## src/rtl/axis_dac_arbiter_pkg.sv

```systemverilog
// ============================================================================
// Module : axis_dac_arbiter_pkg
// Brief  : Shared state encoding and configuration field layout for the
//          two-source AXI4-Stream DAC arbiter.
// Rev    : 1.0  initial release
// ============================================================================
`default_nettype none

package axis_dac_arbiter_pkg;

    typedef enum logic [1:0] {
        ST_IDLE  = 2'd0,
        ST_GRANT = 2'd1,
        ST_GUARD = 2'd2
    } state_t;

    localparam int SRC_NUM = 2;

    // cfg_data is split into CNTR_WIDTH-wide fields; these are field indices
    localparam int c_cfg_max_idx   = 0;
    localparam int c_cfg_guard_idx = 1;

endpackage

`default_nettype wire

```

## src/rtl/axis_dac_arbiter_oreg.sv

```systemverilog
// ============================================================================
// Module : axis_dac_arbiter_oreg
// Brief  : One-deep AXI4-Stream output register; holds data while the sink
//          stalls and accepts a new beat whenever it is empty or draining.
// Rev    : 1.0  initial release
// ============================================================================
`default_nettype none

module axis_dac_arbiter_oreg #(
    parameter int DATA_WIDTH = 32
) (
    input  logic                  clk,
    input  logic                  rst,
    input  logic                  i_valid,
    input  logic [DATA_WIDTH-1:0] i_data,
    input  logic                  i_last,
    output logic                  o_ready,
    output logic                  o_valid,
    output logic [DATA_WIDTH-1:0] o_data,
    output logic                  o_last,
    input  logic                  i_ready
);

    logic                  r_valid;
    logic [DATA_WIDTH-1:0] r_data;
    logic                  r_last;
    logic                  w_load;

    assign o_ready = ~r_valid | i_ready;
    assign w_load  = i_valid & o_ready;

    always_ff @(posedge clk) begin
        if (rst) begin
            r_valid <= 1'b0;
            r_data  <= '0;
            r_last  <= 1'b0;
        end else if (w_load) begin
            r_valid <= 1'b1;
            r_data  <= i_data;
            r_last  <= i_last;
        end else if (i_ready) begin
            r_valid <= 1'b0;
        end
    end

    assign o_valid = r_valid;
    assign o_data  = r_data;
    assign o_last  = r_last;

endmodule

`default_nettype wire

```

## src/rtl/axis_dac_arbiter.sv

```systemverilog
// ============================================================================
// Module : axis_dac_arbiter
// Brief  : Grants the DAC sample stream to one of two AXI4-Stream sources in
//          whole bursts with a configurable guard gap between bursts.
//          Define AXIS_DAC_ARBITER_FIXED_PRIO_EN for fixed source-0 priority.
// Rev    : 1.0  initial release
// ============================================================================
`default_nettype none

module axis_dac_arbiter
    import axis_dac_arbiter_pkg::*;
#(
    parameter int AXIS_TDATA_WIDTH = 32,
    parameter int CNTR_WIDTH       = 16
) (
    input  logic                        aclk,
    input  logic                        areset,
    input  logic [2*CNTR_WIDTH-1:0]     cfg_data,
    input  logic [AXIS_TDATA_WIDTH-1:0] s_axis0_tdata,
    input  logic                        s_axis0_tvalid,
    input  logic                        s_axis0_tlast,
    output logic                        s_axis0_tready,
    input  logic [AXIS_TDATA_WIDTH-1:0] s_axis1_tdata,
    input  logic                        s_axis1_tvalid,
    input  logic                        s_axis1_tlast,
    output logic                        s_axis1_tready,
    output logic [AXIS_TDATA_WIDTH-1:0] m_axis_tdata,
    output logic                        m_axis_tvalid,
    output logic                        m_axis_tlast,
    input  logic                        m_axis_tready,
    output logic [CNTR_WIDTH+1:0]       sts_data
);

    state_t                r_state;
    logic                  r_grant_idx;
    logic                  r_last_idx;
    logic [CNTR_WIDTH-1:0] r_max;
    logic [CNTR_WIDTH-1:0] r_guard;
    logic [CNTR_WIDTH-1:0] r_beat_cnt;
    logic [CNTR_WIDTH-1:0] r_guard_cnt;

    logic [SRC_NUM-1:0]          w_req;
    logic                        w_pick;
    logic                        w_in_grant;
    logic                        w_sel_valid;
    logic                        w_sel_last;
    logic [AXIS_TDATA_WIDTH-1:0] w_sel_data;
    logic                        w_oreg_ready;
    logic                        w_accept;
    logic                        w_release;
    logic [CNTR_WIDTH-1:0]       w_cnt_inc;
    logic [CNTR_WIDTH-1:0]       w_cfg_max;
    logic [CNTR_WIDTH-1:0]       w_cfg_guard;

    assign w_req       = {s_axis1_tvalid, s_axis0_tvalid};
    assign w_cfg_max   = cfg_data[c_cfg_max_idx*CNTR_WIDTH +: CNTR_WIDTH];
    assign w_cfg_guard = cfg_data[c_cfg_guard_idx*CNTR_WIDTH +: CNTR_WIDTH];

    always_comb begin
        w_pick = 1'b0;
`ifdef AXIS_DAC_ARBITER_FIXED_PRIO_EN
        w_pick = ~w_req[0];
`else
        // Both requesting: hand over to whichever source did not own the last burst
        if (&w_req) begin
            w_pick = ~r_last_idx;
        end else begin
            w_pick = ~w_req[0];
        end
`endif
    end

    assign w_in_grant  = (r_state == ST_GRANT);
    assign w_sel_valid = r_grant_idx ? s_axis1_tvalid : s_axis0_tvalid;
    assign w_sel_last  = r_grant_idx ? s_axis1_tlast  : s_axis0_tlast;
    assign w_sel_data  = r_grant_idx ? s_axis1_tdata  : s_axis0_tdata;

    assign s_axis0_tready = w_in_grant & ~r_grant_idx & w_oreg_ready;
    assign s_axis1_tready = w_in_grant &  r_grant_idx & w_oreg_ready;

    assign w_accept  = w_in_grant & w_sel_valid & w_oreg_ready;
    assign w_cnt_inc = (&r_beat_cnt) ? r_beat_cnt : r_beat_cnt + 1'b1;
    assign w_release = w_accept &
                       (w_sel_last | ((r_max != '0) & (w_cnt_inc == r_max)));

    always_ff @(posedge aclk) begin
        if (areset) begin
            r_state     <= ST_IDLE;
            r_grant_idx <= 1'b0;
            r_last_idx  <= 1'b1;
            r_max       <= '0;
            r_guard     <= '0;
            r_beat_cnt  <= '0;
            r_guard_cnt <= '0;
        end else begin
            case (r_state)
                ST_IDLE: begin
                    if (|w_req) begin
                        r_grant_idx <= w_pick;
                        r_max       <= w_cfg_max;
                        r_guard     <= w_cfg_guard;
                        r_beat_cnt  <= '0;
                        r_state     <= ST_GRANT;
                    end
                end
                ST_GRANT: begin
                    if (w_accept) begin
                        r_beat_cnt <= w_cnt_inc;
                    end
                    if (w_release) begin
                        r_last_idx <= r_grant_idx;
                        // Guard counter is loaded here so GUARD lasts exactly r_guard cycles
                        if (r_guard != '0) begin
                            r_guard_cnt <= r_guard;
                            r_state     <= ST_GUARD;
                        end else begin
                            r_state <= ST_IDLE;
                        end
                    end
                end
                ST_GUARD: begin
                    if (r_guard_cnt <= 1) begin
                        r_state <= ST_IDLE;
                    end else begin
                        r_guard_cnt <= r_guard_cnt - 1'b1;
                    end
                end
                default: r_state <= ST_IDLE;
            endcase
        end
    end

    axis_dac_arbiter_oreg #(
        .DATA_WIDTH (AXIS_TDATA_WIDTH)
    ) u_oreg (
        .clk     (aclk),
        .rst     (areset),
        .i_valid (w_in_grant & w_sel_valid),
        .i_data  (w_sel_data),
        .i_last  (w_sel_last),
        .o_ready (w_oreg_ready),
        .o_valid (m_axis_tvalid),
        .o_data  (m_axis_tdata),
        .o_last  (m_axis_tlast),
        .i_ready (m_axis_tready)
    );

    assign sts_data = {(r_state != ST_IDLE), r_grant_idx, r_beat_cnt};

endmodule

`default_nettype wire

```

## config.mk

```make
export PLATFORM = sky130hd
export DESIGN_NAME = axis_dac_arbiter
export DESIGN_NICKNAME = d
export VERILOG_FILES = /design/src/rtl/axis_dac_arbiter_pkg.sv /design/src/rtl/axis_dac_arbiter_oreg.sv /design/src/rtl/axis_dac_arbiter.sv
export SDC_FILE = /design/constraint.sdc
export NUM_CORES = 1
export LEC_CHECK = 0
export ABC_AREA = 1
export BUFFER_PORTS_ARGS = -buffer_cell sky130_fd_sc_hd__clkbuf_2
export CAP_MARGIN = 20
export CELL_PAD_IN_SITES_DETAIL_PLACEMENT = 1
export CELL_PAD_IN_SITES_GLOBAL_PLACEMENT = 1
export CORE_UTILIZATION = 39
export DETAILED_ROUTE_END_ITERATION = 10
export PLACE_DENSITY_LB_ADDON = 0.12
export SYNTH_ARGS = -nofsm -noshare
export SYNTH_HDL_FRONTEND = slang
export SYNTH_SLANG_ARGS = --single-unit
```

## constraint.sdc

```tcl
create_clock -name aclk -period 4.38 [get_ports aclk]
set_input_delay 0.219 -clock aclk [delete_from_list [all_inputs] [get_ports aclk]]
set_output_delay 0.219 -clock aclk [all_outputs]
set_load 0.05 [all_outputs]
```

==> metrics <==
initial antenna violation count=0; crit-path max FO=33; Rel. slew slack=44.0%; Worst-path clk slew=70 ps; most used cell, CP=nand2_1; clock power share=31.8%; Yosys reg bits=102; Post-CTS Hold Buffers=0; crit path kind=reg -> reg; fmax=353 MHz; Final setup viols=0; CTS root buffer=clkbuf_16; FP Rows=42; Combinational Power Share=26.1%; CTS tree=yes; syn avg cell area=6.89 um^2; TritonCTS buffer count=9; syn_nets=871; drt wl/cell=15.9 um; Net Sw Frac=34.5%; WL met1=7540 um; Slew Limit Fails=0; slowest CP cell=dfxtp_1; clk_lat worst skew=350 ps; CP max stage delay=460 ps; Detailed Route WL=17,100 um; total design power=2560 uW; Placer Congestion=0.853; Reg power frac=42.2%; Die W=118 um; vias per cell=5.22; P&R area growth vs syn=21.9%; starting density of the core=40.0%; DIE AREA=14,000 um^2; YS warnings=0; Max Buffers Root-to-Sink=2; Post-Syn Area=5270 um^2; Max VDD drop=180 uV; fin cells=1,077; endpoint class of the critical path=flip-flop; Worst EP required=4620 ps; post-synthesis cell type count=31; Top Metal Used=met4; status=completed; Max Clock Skew=6.90 ps; DR WL met3=998 um; Post-Syn Instances=765; Int Power=1680 uW; Max-Cap Viols=0; pre-CTS setup slack=1650 ps; setup_tns=0 ps; DP Wirelength=12,700 um; post-route ant nets=0; critical-path cell list=ha_1 > nand3_2 > nor2_2 > nand2_4 > nand2_1 > nand2_1 > nand2_1 > nand3_1 > nor2_1 > nand2_1 > nor2_1 > nand2_2 > nand3_4 > nand3_1 > nand2_1 > nor2_1; HP Class=in -> reg; post-route minimum period=2840 ps; GR Util All Layers=25.0%; drt first-iter violations=265; clock sinks=102; drt pass-1 iters=4; H-tree levels=3; port bufs=156; # IOs=157; core area=13,200 um^2; met2 routed WL=8170 um; Die Y=118 um; remaining global-route overflow=0; fin nets=1,003; DRC=0; layout cells sized above 1=21.3%; Psw=883 uW; most frequent cells in the layout=clkbuf_2, nand2_1, a21oi_1; Critical Path AT=3080 ps; leakage power=0.00296 uW; RSZ-0062 raised after global routing=no; Final Hold Fails=0; post-CTS sizing=0; PD cells=398 nW/um^2; Worst Setup Start Kind=flip-flop; setup ws final=1540 ps; first-pass GRT wire length=28,200 um; worst-margin pin slew=839 ps; Inst Count DP=1,062; Antenna Cells=0; post-CTS setup buffer count=0; via count=5,626; fin util=48.7%; vias in the first global route=5,760; commonest non-fill, non-tap cell in the layout=clkbuf_2; largest net degree at the start of global routing=81; post-synthesis sequential area ratio=38.7%; crit share post-route=64.8%
[critical path, delay by kind of cell (launching register included)]
kind	cells	cell delay, ps
adders and majority gates	1	320
and+or+nand+nor	15	1930
DFF	1	460
[kinds of logic after synthesis]
family / Yosys count / synth area share [%]
flip-flops: 102 / 38.7
adder cells (fa/ha/maj): 3 / 0.712
AND/OR/NAND/NOR: 320 / 25.6
AO/OA/AOI/OAI: 192 / 18.4
buffers and inverters: 101 / 7.97
multiplexers: 34 / 6.48
XOR/XNOR: 13 / 2.16
[metrics by stage]
step | hold slack [ps] | instance area [um^2]
after detailed placement | 477 | 6140
after CTS | 115 | 6430
after global routing | 145 | 6430
after global placement | 459 | 6140
final | 127 | 6430
after floorplan | 288 | 5270
[cells in the mapped netlist]
master	instances	share of area [%]
mux2_2	1	0.21
nand2_2	2	0.24
nand2_1	148	11
dfxtp_1	102	39
mux2i_1	33	6.3
nor2_2	4	0.47
nor3_1	3	0.28
nor4_1	4	0.47
or2_2	1	0.12
nand3_1	50	4.7
inv_1	58	4.1
buf_1	3	0.21
nand2_4	1	0.21
clkbuf_1	31	2.2
o211ai_1	1	0.14
clkinv_1	1	0.071
buf_6	5	1.1
ha_1	3	0.71
buf_4	1	0.14
nand3_4	1	0.33
xor2_1	8	1.3
nand4_1	9	1.1
a21oi_1	103	9.8
nor2_1	95	6.8
o21ai_0	85	8.1
inv_2	2	0.14
nand3_2	1	0.19
o21bai_1	2	0.28
nand3b_1	1	0.14
xnor2_1	5	0.83
o21ai_1	1	0.095
[power groups by stage]
| stage | clock, uW | sequential (uW) | combinational [uW] |
|---|---|---|---|
| global route | 862 | 1090 | 740 |
| finish | 813 | 1080 | 668 |
| global placement | 0 | 1100 | 643 |
| detailed placement | 0 | 1100 | 667 |
| floorplan | 0 | 1190 | 379 |
| CTS | 835 | 1080 | 672 |
[routing by layer]
layer / GRT usage, % / vias up
met1: 30.3 / 2669
met2: 42.5 / 149
li1: - / 2785
met4: 10.1 / 0
met3: 5.84 / 23
met5: 0 / -
[worst paths after layout]
kind,start,endpoint,slack (ps),cells after the start
max,r_beat_cnt[1],r_guard_cnt[5],1540,16
min,cfg_data[25],r_guard[9],130,3
max reg2reg,r_beat_cnt[1],r_guard_cnt[5],1540,16
min reg2reg,r_guard[5],r_guard[5],490,2
[final cells by class]
cell class / count / area [um^2]
clock buffer: 11 / 243
clock inverter: 4 / 47.5
fill: 1777 / 6760
inverter: 61 / 229
multi-input combinational: 562 / 2830
sequential: 102 / 2040
tap: 176 / 220
timing repair buffer: 161 / 818
[state kept, by name, indices dropped and copies added (netlist names)]
register,count
r_beat_cnt,16
r_grant_idx,1
r_guard,16
r_guard_cnt,16
r_last_idx,1
r_max,16
r_state,2
u_oreg.o_data,32
u_oreg.o_last,1
u_oreg.o_valid,1
(Power assumes the default switching activity.)
